--- config.mk ---
export PLATFORM = sky130hd
export DESIGN_NAME = axi3_burst_master
export DESIGN_NICKNAME = d
export VERILOG_FILES = /design/src/rtl/axi3_burst_master.sv
export SDC_FILE = /design/constraint.sdc
export NUM_CORES = 1
export LEC_CHECK = 0
export ABC_AREA = 1
export BUFFER_PORTS_ARGS = -buffer_cell sky130_fd_sc_hd__clkbuf_2
export CAP_MARGIN = 40
export CORE_AREA = 8 8 170 172
export CTS_CLUSTER_DIAMETER = 80
export DETAILED_ROUTE_END_ITERATION = 12
export DIE_AREA = 0 0 178 180
export SLEW_MARGIN = 0
export SYNTH_ARGS = -nofsm -noshare
export SYNTH_HDL_FRONTEND = slang
export SYNTH_SLANG_ARGS = --single-unit
--- constraint.sdc ---
create_clock -name axi_clk_i -period 1.6 [get_ports axi_clk_i]
set_clock_uncertainty 0.05 [all_clocks]
set_input_delay 0.16 -clock axi_clk_i [delete_from_list [all_inputs] [get_ports axi_clk_i]]
set_output_delay 0.16 -clock axi_clk_i [all_outputs]
set_load 0.05 [all_outputs]
--- src/rtl/axi3_burst_master.sv ---
// Command-driven AXI3 master: turns one burst command at a time into a single
// outstanding INCR write (AW/W/B) or read (AR/R) transaction with a completion status.
module axi3_burst_master #(
    parameter int AXI_DW = 64,
    parameter int AXI_AW = 32,
    parameter int AXI_IW = 8,
    parameter int MST_ID = 0
) (
    input  logic                  axi_clk_i,
    input  logic                  axi_rstn_i,
    // command side
    input  logic                  cmd_valid_i,
    output logic                  cmd_ready_o,
    input  logic                  cmd_write_i,
    input  logic [AXI_AW-1:0]     cmd_addr_i,
    input  logic [3:0]            cmd_len_i,
    input  logic [AXI_DW-1:0]     wr_data_i,
    output logic                  wr_pop_o,
    output logic [AXI_DW-1:0]     rd_data_o,
    output logic                  rd_valid_o,
    output logic                  done_o,
    output logic [1:0]            resp_o,
    // AXI3 write address
    output logic [AXI_IW-1:0]     axi_awid_i,
    output logic [AXI_AW-1:0]     axi_awaddr_i,
    output logic [3:0]            axi_awlen_i,
    output logic [2:0]            axi_awsize_i,
    output logic [1:0]            axi_awburst_i,
    output logic [1:0]            axi_awlock_i,
    output logic [3:0]            axi_awcache_i,
    output logic [2:0]            axi_awprot_i,
    output logic                  axi_awvalid_i,
    input  logic                  axi_awready_o,
    // AXI3 write data
    output logic [AXI_IW-1:0]     axi_wid_i,
    output logic [AXI_DW-1:0]     axi_wdata_i,
    output logic [AXI_DW/8-1:0]   axi_wstrb_i,
    output logic                  axi_wlast_i,
    output logic                  axi_wvalid_i,
    input  logic                  axi_wready_o,
    // AXI3 write response
    input  logic [1:0]            axi_bresp_o,
    input  logic                  axi_bvalid_o,
    output logic                  axi_bready_i,
    // AXI3 read address
    output logic [AXI_IW-1:0]     axi_arid_i,
    output logic [AXI_AW-1:0]     axi_araddr_i,
    output logic [3:0]            axi_arlen_i,
    output logic [2:0]            axi_arsize_i,
    output logic [1:0]            axi_arburst_i,
    output logic [1:0]            axi_arlock_i,
    output logic [3:0]            axi_arcache_i,
    output logic [2:0]            axi_arprot_i,
    output logic                  axi_arvalid_i,
    input  logic                  axi_arready_o,
    // AXI3 read data
    input  logic [AXI_DW-1:0]     axi_rdata_o,
    input  logic [1:0]            axi_rresp_o,
    input  logic                  axi_rlast_o,
    input  logic                  axi_rvalid_o,
    output logic                  axi_rready_i
);

    localparam int AXI_SW = AXI_DW / 8;
    localparam int SW_LG  = $clog2(AXI_SW);

    typedef enum logic [2:0] {
        S_IDLE, S_AW, S_W, S_B, S_AR, S_R, S_ERR
    } state_t;

    state_t              state_reg;
    logic [AXI_AW-1:0]   addr_reg;
    logic [3:0]          len_reg;
    logic [3:0]          cnt_reg;
    logic                awvalid_reg;
    logic                arvalid_reg;
    logic                wlast_reg;
    logic                done_reg;
    logic [1:0]          resp_reg;
    logic [1:0]          acc_reg;
    logic                ovf_reg;

    logic [AXI_AW-1:0]   cmd_addr_al;
    logic [15:0]         end_off;
    logic                crosses_4k;
    logic [1:0]          r_acc_next;
    logic                r_len_bad;
    logic [1:0]          r_final;

    assign cmd_addr_al = cmd_addr_i & ~AXI_AW'(AXI_SW - 1);
    // Offset just past the last byte within the 4KB page; beyond 4096 means the burst crosses it.
    assign end_off     = 16'(cmd_addr_al[11:0]) + ((16'(cmd_len_i) + 16'd1) << SW_LG);
    assign crosses_4k  = (end_off > 16'd4096);

    assign r_acc_next  = (axi_rresp_o > acc_reg) ? axi_rresp_o : acc_reg;
    assign r_len_bad   = ovf_reg || (cnt_reg != len_reg);
    assign r_final     = (r_len_bad && (r_acc_next < 2'b10)) ? 2'b10 : r_acc_next;

    always_ff @(posedge axi_clk_i or negedge axi_rstn_i) begin
        if (!axi_rstn_i) begin
            state_reg   <= S_IDLE;
            addr_reg    <= '0;
            len_reg     <= '0;
            cnt_reg     <= '0;
            awvalid_reg <= 1'b0;
            arvalid_reg <= 1'b0;
            wlast_reg   <= 1'b0;
            done_reg    <= 1'b0;
            resp_reg    <= 2'b00;
            acc_reg     <= 2'b00;
            ovf_reg     <= 1'b0;
        end else begin
            done_reg <= 1'b0;
            case (state_reg)
                S_IDLE: begin
                    if (cmd_valid_i) begin
                        addr_reg <= cmd_addr_al;
                        len_reg  <= cmd_len_i;
                        if (crosses_4k) begin
                            state_reg <= S_ERR;
                        end else if (cmd_write_i) begin
                            state_reg   <= S_AW;
                            awvalid_reg <= 1'b1;
                        end else begin
                            state_reg   <= S_AR;
                            arvalid_reg <= 1'b1;
                        end
                    end
                end
                S_AW: begin
                    if (axi_awready_o) begin
                        awvalid_reg <= 1'b0;
                        cnt_reg     <= '0;
                        wlast_reg   <= (len_reg == 4'd0);
                        state_reg   <= S_W;
                    end
                end
                S_W: begin
                    if (axi_wready_o) begin
                        cnt_reg   <= cnt_reg + 4'd1;
                        wlast_reg <= ((cnt_reg + 4'd1) == len_reg);
                        if (wlast_reg) begin
                            wlast_reg <= 1'b0;
                            state_reg <= S_B;
                        end
                    end
                end
                S_B: begin
                    if (axi_bvalid_o) begin
                        resp_reg  <= axi_bresp_o;
                        done_reg  <= 1'b1;
                        state_reg <= S_IDLE;
                    end
                end
                S_AR: begin
                    if (axi_arready_o) begin
                        arvalid_reg <= 1'b0;
                        cnt_reg     <= '0;
                        acc_reg     <= 2'b00;
                        ovf_reg     <= 1'b0;
                        state_reg   <= S_R;
                    end
                end
                S_R: begin
                    if (axi_rvalid_o) begin
                        if (axi_rlast_o) begin
                            resp_reg  <= r_final;
                            done_reg  <= 1'b1;
                            state_reg <= S_IDLE;
                        end else begin
                            acc_reg <= r_acc_next;
                            // Counter saturates at len; the sticky flag remembers the overrun.
                            if (cnt_reg == len_reg) begin
                                ovf_reg <= 1'b1;
                            end else begin
                                cnt_reg <= cnt_reg + 4'd1;
                            end
                        end
                    end
                end
                S_ERR: begin
                    resp_reg  <= 2'b10;
                    done_reg  <= 1'b1;
                    state_reg <= S_IDLE;
                end
                default: state_reg <= S_IDLE;
            endcase
        end
    end

    assign cmd_ready_o   = (state_reg == S_IDLE);
    assign axi_wvalid_i  = (state_reg == S_W);
    assign axi_bready_i  = (state_reg == S_B);
    assign axi_rready_i  = (state_reg == S_R);
    assign wr_pop_o      = axi_wvalid_i & axi_wready_o;
    assign rd_valid_o    = axi_rvalid_o & axi_rready_i;
    assign rd_data_o     = axi_rdata_o;
    assign done_o        = done_reg;
    assign resp_o        = resp_reg;

    assign axi_awid_i    = AXI_IW'(MST_ID);
    assign axi_awaddr_i  = addr_reg;
    assign axi_awlen_i   = len_reg;
    assign axi_awsize_i  = 3'(SW_LG);
    assign axi_awburst_i = 2'b01;
    assign axi_awlock_i  = 2'b00;
    assign axi_awcache_i = 4'b0000;
    assign axi_awprot_i  = 3'b000;
    assign axi_awvalid_i = awvalid_reg;

    assign axi_wid_i     = AXI_IW'(MST_ID);
    assign axi_wdata_i   = wr_data_i;
    assign axi_wstrb_i   = '1;
    assign axi_wlast_i   = wlast_reg;

    assign axi_arid_i    = AXI_IW'(MST_ID);
    assign axi_araddr_i  = addr_reg;
    assign axi_arlen_i   = len_reg;
    assign axi_arsize_i  = 3'(SW_LG);
    assign axi_arburst_i = 2'b01;
    assign axi_arlock_i  = 2'b00;
    assign axi_arcache_i = 4'b0000;
    assign axi_arprot_i  = 3'b000;
    assign axi_arvalid_i = arvalid_reg;

endmodule
; ---- Word level (Yosys, flattened, before mapping)
; Cells that the tools add are included.
[totals]
reg_bits = 49
latch_bits = 0
mem_bits_rw = 0
mem_bits_ro = 0
in_bits = 178
out_inout_bits = 272
word_cells = 111
memories = 0
[op_classes]
n_addsub = 3
n_mul = 0
div = 0
n_lt_le_gt_ge = 3
eq_ne = 23
shifts = 0
muxes = 50
n_bitwise = 2
reduce_logical = 19
[ops]
columns = cell, count
row1 = 3-bit 2-to-1 mux, 10
row2 = 4-bit 2-to-1 mux, 6
row3 = 2-bit != test (second input constant), 10
row4 = 3-bit one-hot mux with 6 select lines, 1
row5 = 1-bit 2-to-1 mux, 17
row6 = 2-bit 2-to-1 mux, 8
row7 = 4-bit one-hot mux with 4 select lines, 1
row8 = 5-bit AND reduction, 3
row9 = 12-bit by 8-bit adder with 13-bit output, 1
row10 = 13-bit > comparator (second input constant), 1
row11 = 3-bit == test (second input constant), 3
row12 = 4-bit == test, 2
row13 = 2-bit by 1-bit != test with 1-bit output (second input constant), 4
row14 = 1-bit one-hot mux with 2 select lines, 4
row15 = 4-bit AND reduction, 2
row16 = 8-bit AND reduction, 1
row17 = 2-bit nonzero test, 4
row18 = 7-bit AND reduction, 1
row19 = 3-bit by 2-bit == test with 1-bit output (second input constant), 2
row20 = 2-bit one-hot mux with 3 select lines, 1
row21 = 4-bit by 1-bit adder with 5-bit output (second input constant), 1
row22 = 4-bit by 1-bit adder with 4-bit output (second input constant), 1
row23 = 4-bit zero test, 1
row24 = 4-bit != test, 1
row25 = 13 further kinds, 14

; ---- Longest topological paths before layout
[depth]
ltp_word = 8
depth_mapped = 14
ltp_nobuf = 14

; ---- Worst setup path after synthesis
; No wires, ideal clock.
[synth_timing]
path_kind = register -> register
startpoint = reg state_reg[1]
endpoint = reg resp_reg[0], in the netlist resp_o[0]
setup_time_ns = 0.126
arrival_ns = 2.113
t_required_ns = 1.424
setup_slack_ns = -0.689
stages_incl_launch_ff = 8
path_buffers = 0
period_less_slack_ns = 2.289
cell_sequence = dfrtp_1 inv_2 nor3_1 nand2_1 nand2_1 nor2_1 a31oi_1 a21oi_1
[synth_via]
elab_chain_cells = 3
word_cells_on_any_way = 9
cone_classes = eq/ne (6) / mux (1) / reduce/logical (2)
[synth_lines]
columns = item, line
row1 = from (decl), 71  ; state_t state_reg;
row2 = from (signal assigned), 101  ; state_reg <= S_IDLE;
row3 = from (signal assigned), 120  ; state_reg <= S_ERR;
row4 = from (signal assigned), 122  ; state_reg <= S_AW;
row5 = 3-bit by 2-bit == test with 1-bit output *, --
row6 = named net axi_bready_i, 44  ; output logic axi_bready_i,
row7 = 2-bit != test (no line) / 3-bit nonzero test (equally long branches), --
row8 = 4-bit AND reduction (no line), --
row9 = to (signal assigned), 150  ; resp_reg <= axi_bresp_o;
row10 = to (signal assigned), 167  ; resp_reg <= r_final;
row11 = to (decl), 79  ; logic [1:0] resp_reg;
; The timed path passes the listed nets; every way through them passes the cells marked *.
; A chain may end at the register's enable or synchronous reset.

; ---- Worst setup path in the final report
[layout_timing]
startpoint = reg state_reg[0]
endpoint = out cmd_ready_o
[layout_via]
elab_chain_cells = 1
[layout_lines]
columns = item, line
row1 = 3-bit zero test, 191  ; assign cmd_ready_o = (state_reg == S_IDLE);
row2 = to (decl), 13  ; output logic cmd_ready_o,
; No other way between the ends.

==> flow_summary_export.csv <==
group,metric,value,unit
clocking,clkSinkCount,49,
logic_synthesis,syn_inst,517,
floorplan,die-area,32000,um2
worst_hold_path,min_from,"cmd_addr_i[23]",
floorplan,die_h,180,um
drt,routed-wl-met2,6180,um
place,post-place-ws,-0.483,ns
timing,worst_pin_slew,0.677,ns
drt,drc_errors,0,
drt,routed_wirelength,12900,um
power_and_ir_drop,power_density,2400,nW/um2
global_route,grt_overflow,0,
drt,top_layer_used,"met5",
timing,hold_viol_final,0,
setup_path,max_stage_delay,0.46,ns
timing,rsz0062_at_grt,"true",
setup_path,worstPathMaxFanout,4,
drt,met3_length,1320,um
cells_and_area,nFillCells,2941,
logic_synthesis,ys_warn_count,0,
drt,viasPerCell,3.40,
run_status,violations,"negative setup slack",
setup_path,r2r_start,"state_reg[0]",
floorplan,start_util,16.8,%
timing,fin_setup_tns,-0.456,ns
timing,hold_slack,0.0327,ns
timing,fin_crit,1.70,ns
global_route,grt_pass1_vias,3164,
setup_path,end_kind,"primary output",
timing,worst_slack,-0.103,ns
timing,maxSlewViolCount,0,
drt,wl_met1,4790,um
clocking,cts_buffers,5,
setup_path,crit_top_cell,"buf_6",
timing,max_freq,587,MHz
drt,ant_nets,0,
worst_hold_path,min_path_cells,2,
global_route,groute.usage.overall,7.70,%
power_and_ir_drop,ir_drop,0.00122,V
logic_synthesis,syn_area,4430,um2
timing,finalCritPeriodShare,106,%
setup_path,r2r-end,"axi_araddr_i[3]",
setup_path,cp_num_buf_inv,4,
drt,dr.pass1.iters,4,
drt,wl_per_cell,14.9,um
run_status,outcome,"finished with violations",
setup_path,slowest_stage,"dfrtp_2",
place,gp_congestion,0.768,
global_route,antenna_found_initial,1,
clocking,cts_tree,"yes",
floorplan,ioPinCount,450,
clocking,clk_path_buf_depth,2,
timing,maxSlewHeadroom,54.9,%
setup_path,crit_arrival,1.49,ns
global_route,grt_max_degree,38,
logic_synthesis,synth.avg_cell_area,8.57,um2
setup_path,startpoint_type,"flop",
worst_hold_path,min_to,"axi_araddr_i[23]",
logic_synthesis,seq_area_frac_synth,27.7,%
place,dpl.hpwl,10900,um
global_route,grt_pass1_wl,18700,um
floorplan,rows,60,
logic_synthesis,synth_cell_type_count,36,
place,numPortBuffers,124,
setup_path,worstSetupPathType,"reg2out",
setup_path,cp_cell_sequence,"buf_6 -> inv_6 -> nand2_4 -> nor2_4 -> buf_6 -> clkbuf_16",
cells_and_area,fin_nets,714,
cells_and_area,n_antenna_cell,0,
setup_path,required,1.39,ns
job,cap_viol_max_count,0,
cells_and_area,layout_commonest_cell,"clkbuf_2",
setup_path,reg2regPathDepth,7,
cells_and_area,drive_gt1_share,48.4,%
clocking,clkTransAtPathRegs,0.07,ns
floorplan,die_w,178,um
setup_path,r2r_slack,-0.02,ns
timing,setup_viol_count_final,34,
cells_and_area,layout_common_cells,"clkbuf_2 (116), conb_1 (66), nand2_1 (51), dfrtp_1 (47), buf_4 (33)",
floorplan,coreArea,26400,um2
drt,drt_iter0_drc,88,
setup_path,critical-path-top-delay-family,"buffers and inverters",
clocking,cts.htree.levels,2,
cells_and_area,synthToLayoutAreaGrowth,7.97,%
power_and_ir_drop,leakagePower,2.43,nW
clocking,clk_latency,0.30,ns
logic_synthesis,ys_ff_latch,49,
worst_hold_path,hold_path_class,"in2reg",
drt,vias,2946,
clocking,root_buffer,"clkbuf_16",
cells_and_area,largest_reg_flops,29,
[per-stage QoR]
stage	instance area, um2	power, mW	util (%)	std cells
global route	4780	12.1	18.1	866
global placement	4270	9.82	16.2	842
finish	4780	11.5	18.1	866
CTS	4630	11.4	17.6	862
floorplan	4730	9.44	-	581
detailed placement	4270	9.87	16.2	842
[synthesized netlist by cell type]
| cell type | count | area [um2] |
|---|---|---|
| nor3_1 | 3 | 15.0 |
| a31oi_1 | 1 | 6.26 |
| nand4_2 | 1 | 12.5 |
| o21ai_0 | 14 | 70.1 |
| conb_1 | 2 | 7.51 |
| nor2_4 | 3 | 33.8 |
| xor2_1 | 5 | 43.8 |
| a22oi_1 | 1 | 7.51 |
| nor2_1 | 18 | 67.6 |
| buf_2 | 3 | 15.0 |
| a21oi_1 | 6 | 30.0 |
| nor2_8 | 1 | 20.0 |
| nand2_1 | 57 | 214 |
| inv_4 | 2 | 12.5 |
| nand2_2 | 1 | 6.26 |
| nand3_1 | 18 | 90.1 |
| mux2_2 | 29 | 327 |
| nand3_2 | 1 | 10.0 |
| inv_2 | 4 | 15.0 |
| nor4_1 | 1 | 6.26 |
| xnor2_1 | 6 | 52.6 |
| or2_2 | 1 | 6.26 |
| o21ai_1 | 6 | 30.0 |
| nand2_4 | 3 | 33.8 |
| fa_1 | 1 | 20.0 |
| a21oi_2 | 2 | 17.5 |
| o22ai_1 | 1 | 6.26 |
| or2_4 | 1 | 8.76 |
| inv_1 | 30 | 113 |
| a211oi_1 | 1 | 7.51 |
| nand3b_1 | 1 | 7.51 |
| nand3_4 | 1 | 17.5 |
| buf_4 | 227 | 1700 |
| dfrtp_1 | 49 | 1230 |
| nand4_1 | 5 | 31.3 |
| ha_1 | 11 | 138 |
[layout make-up]
cell class / instances / area [um2] / area share [%]
flip-flops and latches: 49 / 1230 / 25.7
inverters: 36 / 150 / 3.14
clock buffers: 5 / 125 / 2.62
clock inverters: 3 / 25.0 / 0.523
repair buffers: 166 / 1070 / 22.4
multi-input cells: 266 / 1760 / 36.7
well taps: 341 / 427 / 8.92
[worst max-delay path by stage]
stage                 start             end  slack [ns]  cells past startpoint
3_5_place_dp   cmd_len_i[0]   axi_arvalid_i       -0.48                     14
5_1_grt        state_reg[0]    state_reg[1]       -0.18                     10
6_report       state_reg[0]     cmd_ready_o       -0.10                      6
4_1_cts        cmd_len_i[0]   axi_arvalid_i       -0.05                     13
3_3_place_gp   cmd_len_i[0]   axi_awvalid_i       -0.41                     14
2_1_floorplan  state_reg[1]  axi_arlen_i[1]       -0.19                      6
[repair_timing]
action                                  4_1_cts  5_1_grt
setup buffers                                11        4
endpoints found under the setup margin       40       21
hold buffers                                  1        0
gates cloned                                  0        0
gates resized for setup                      26       40
pin swaps                                     9        8
endpoints found under the hold margin        18        0
[power by group]
| group | switching (mW) | total, mW | internal (mW) |
|---|---|---|---|
| Combinational | 5.82 | 8.04 | 2.22 |
| Sequential | 0.471 | 2.29 | 1.82 |
| Clock | 0.530 | 1.12 | 0.592 |
| Total | 6.82 | 11.5 | 4.64 |
[metal layers]
layer  up-vias  global-route usage [%]
li1       1353                       -
met1      1355                    8.01
met2       169                    12.5
met3        67                    3.50
met4         2                    4.60
met5         -                       0
[logic make-up after synthesis]
kind of cell	Yosys count	synth area share, %
compound gates	32	3.96
xor+xnor	11	2.18
fa+ha+maj	12	3.56
buf+inv	266	42.0
flops	49	27.7
mux	29	7.37
other cells	2	0.170
simple gates	116	13.1
Power figures use the tool's default switching activity.
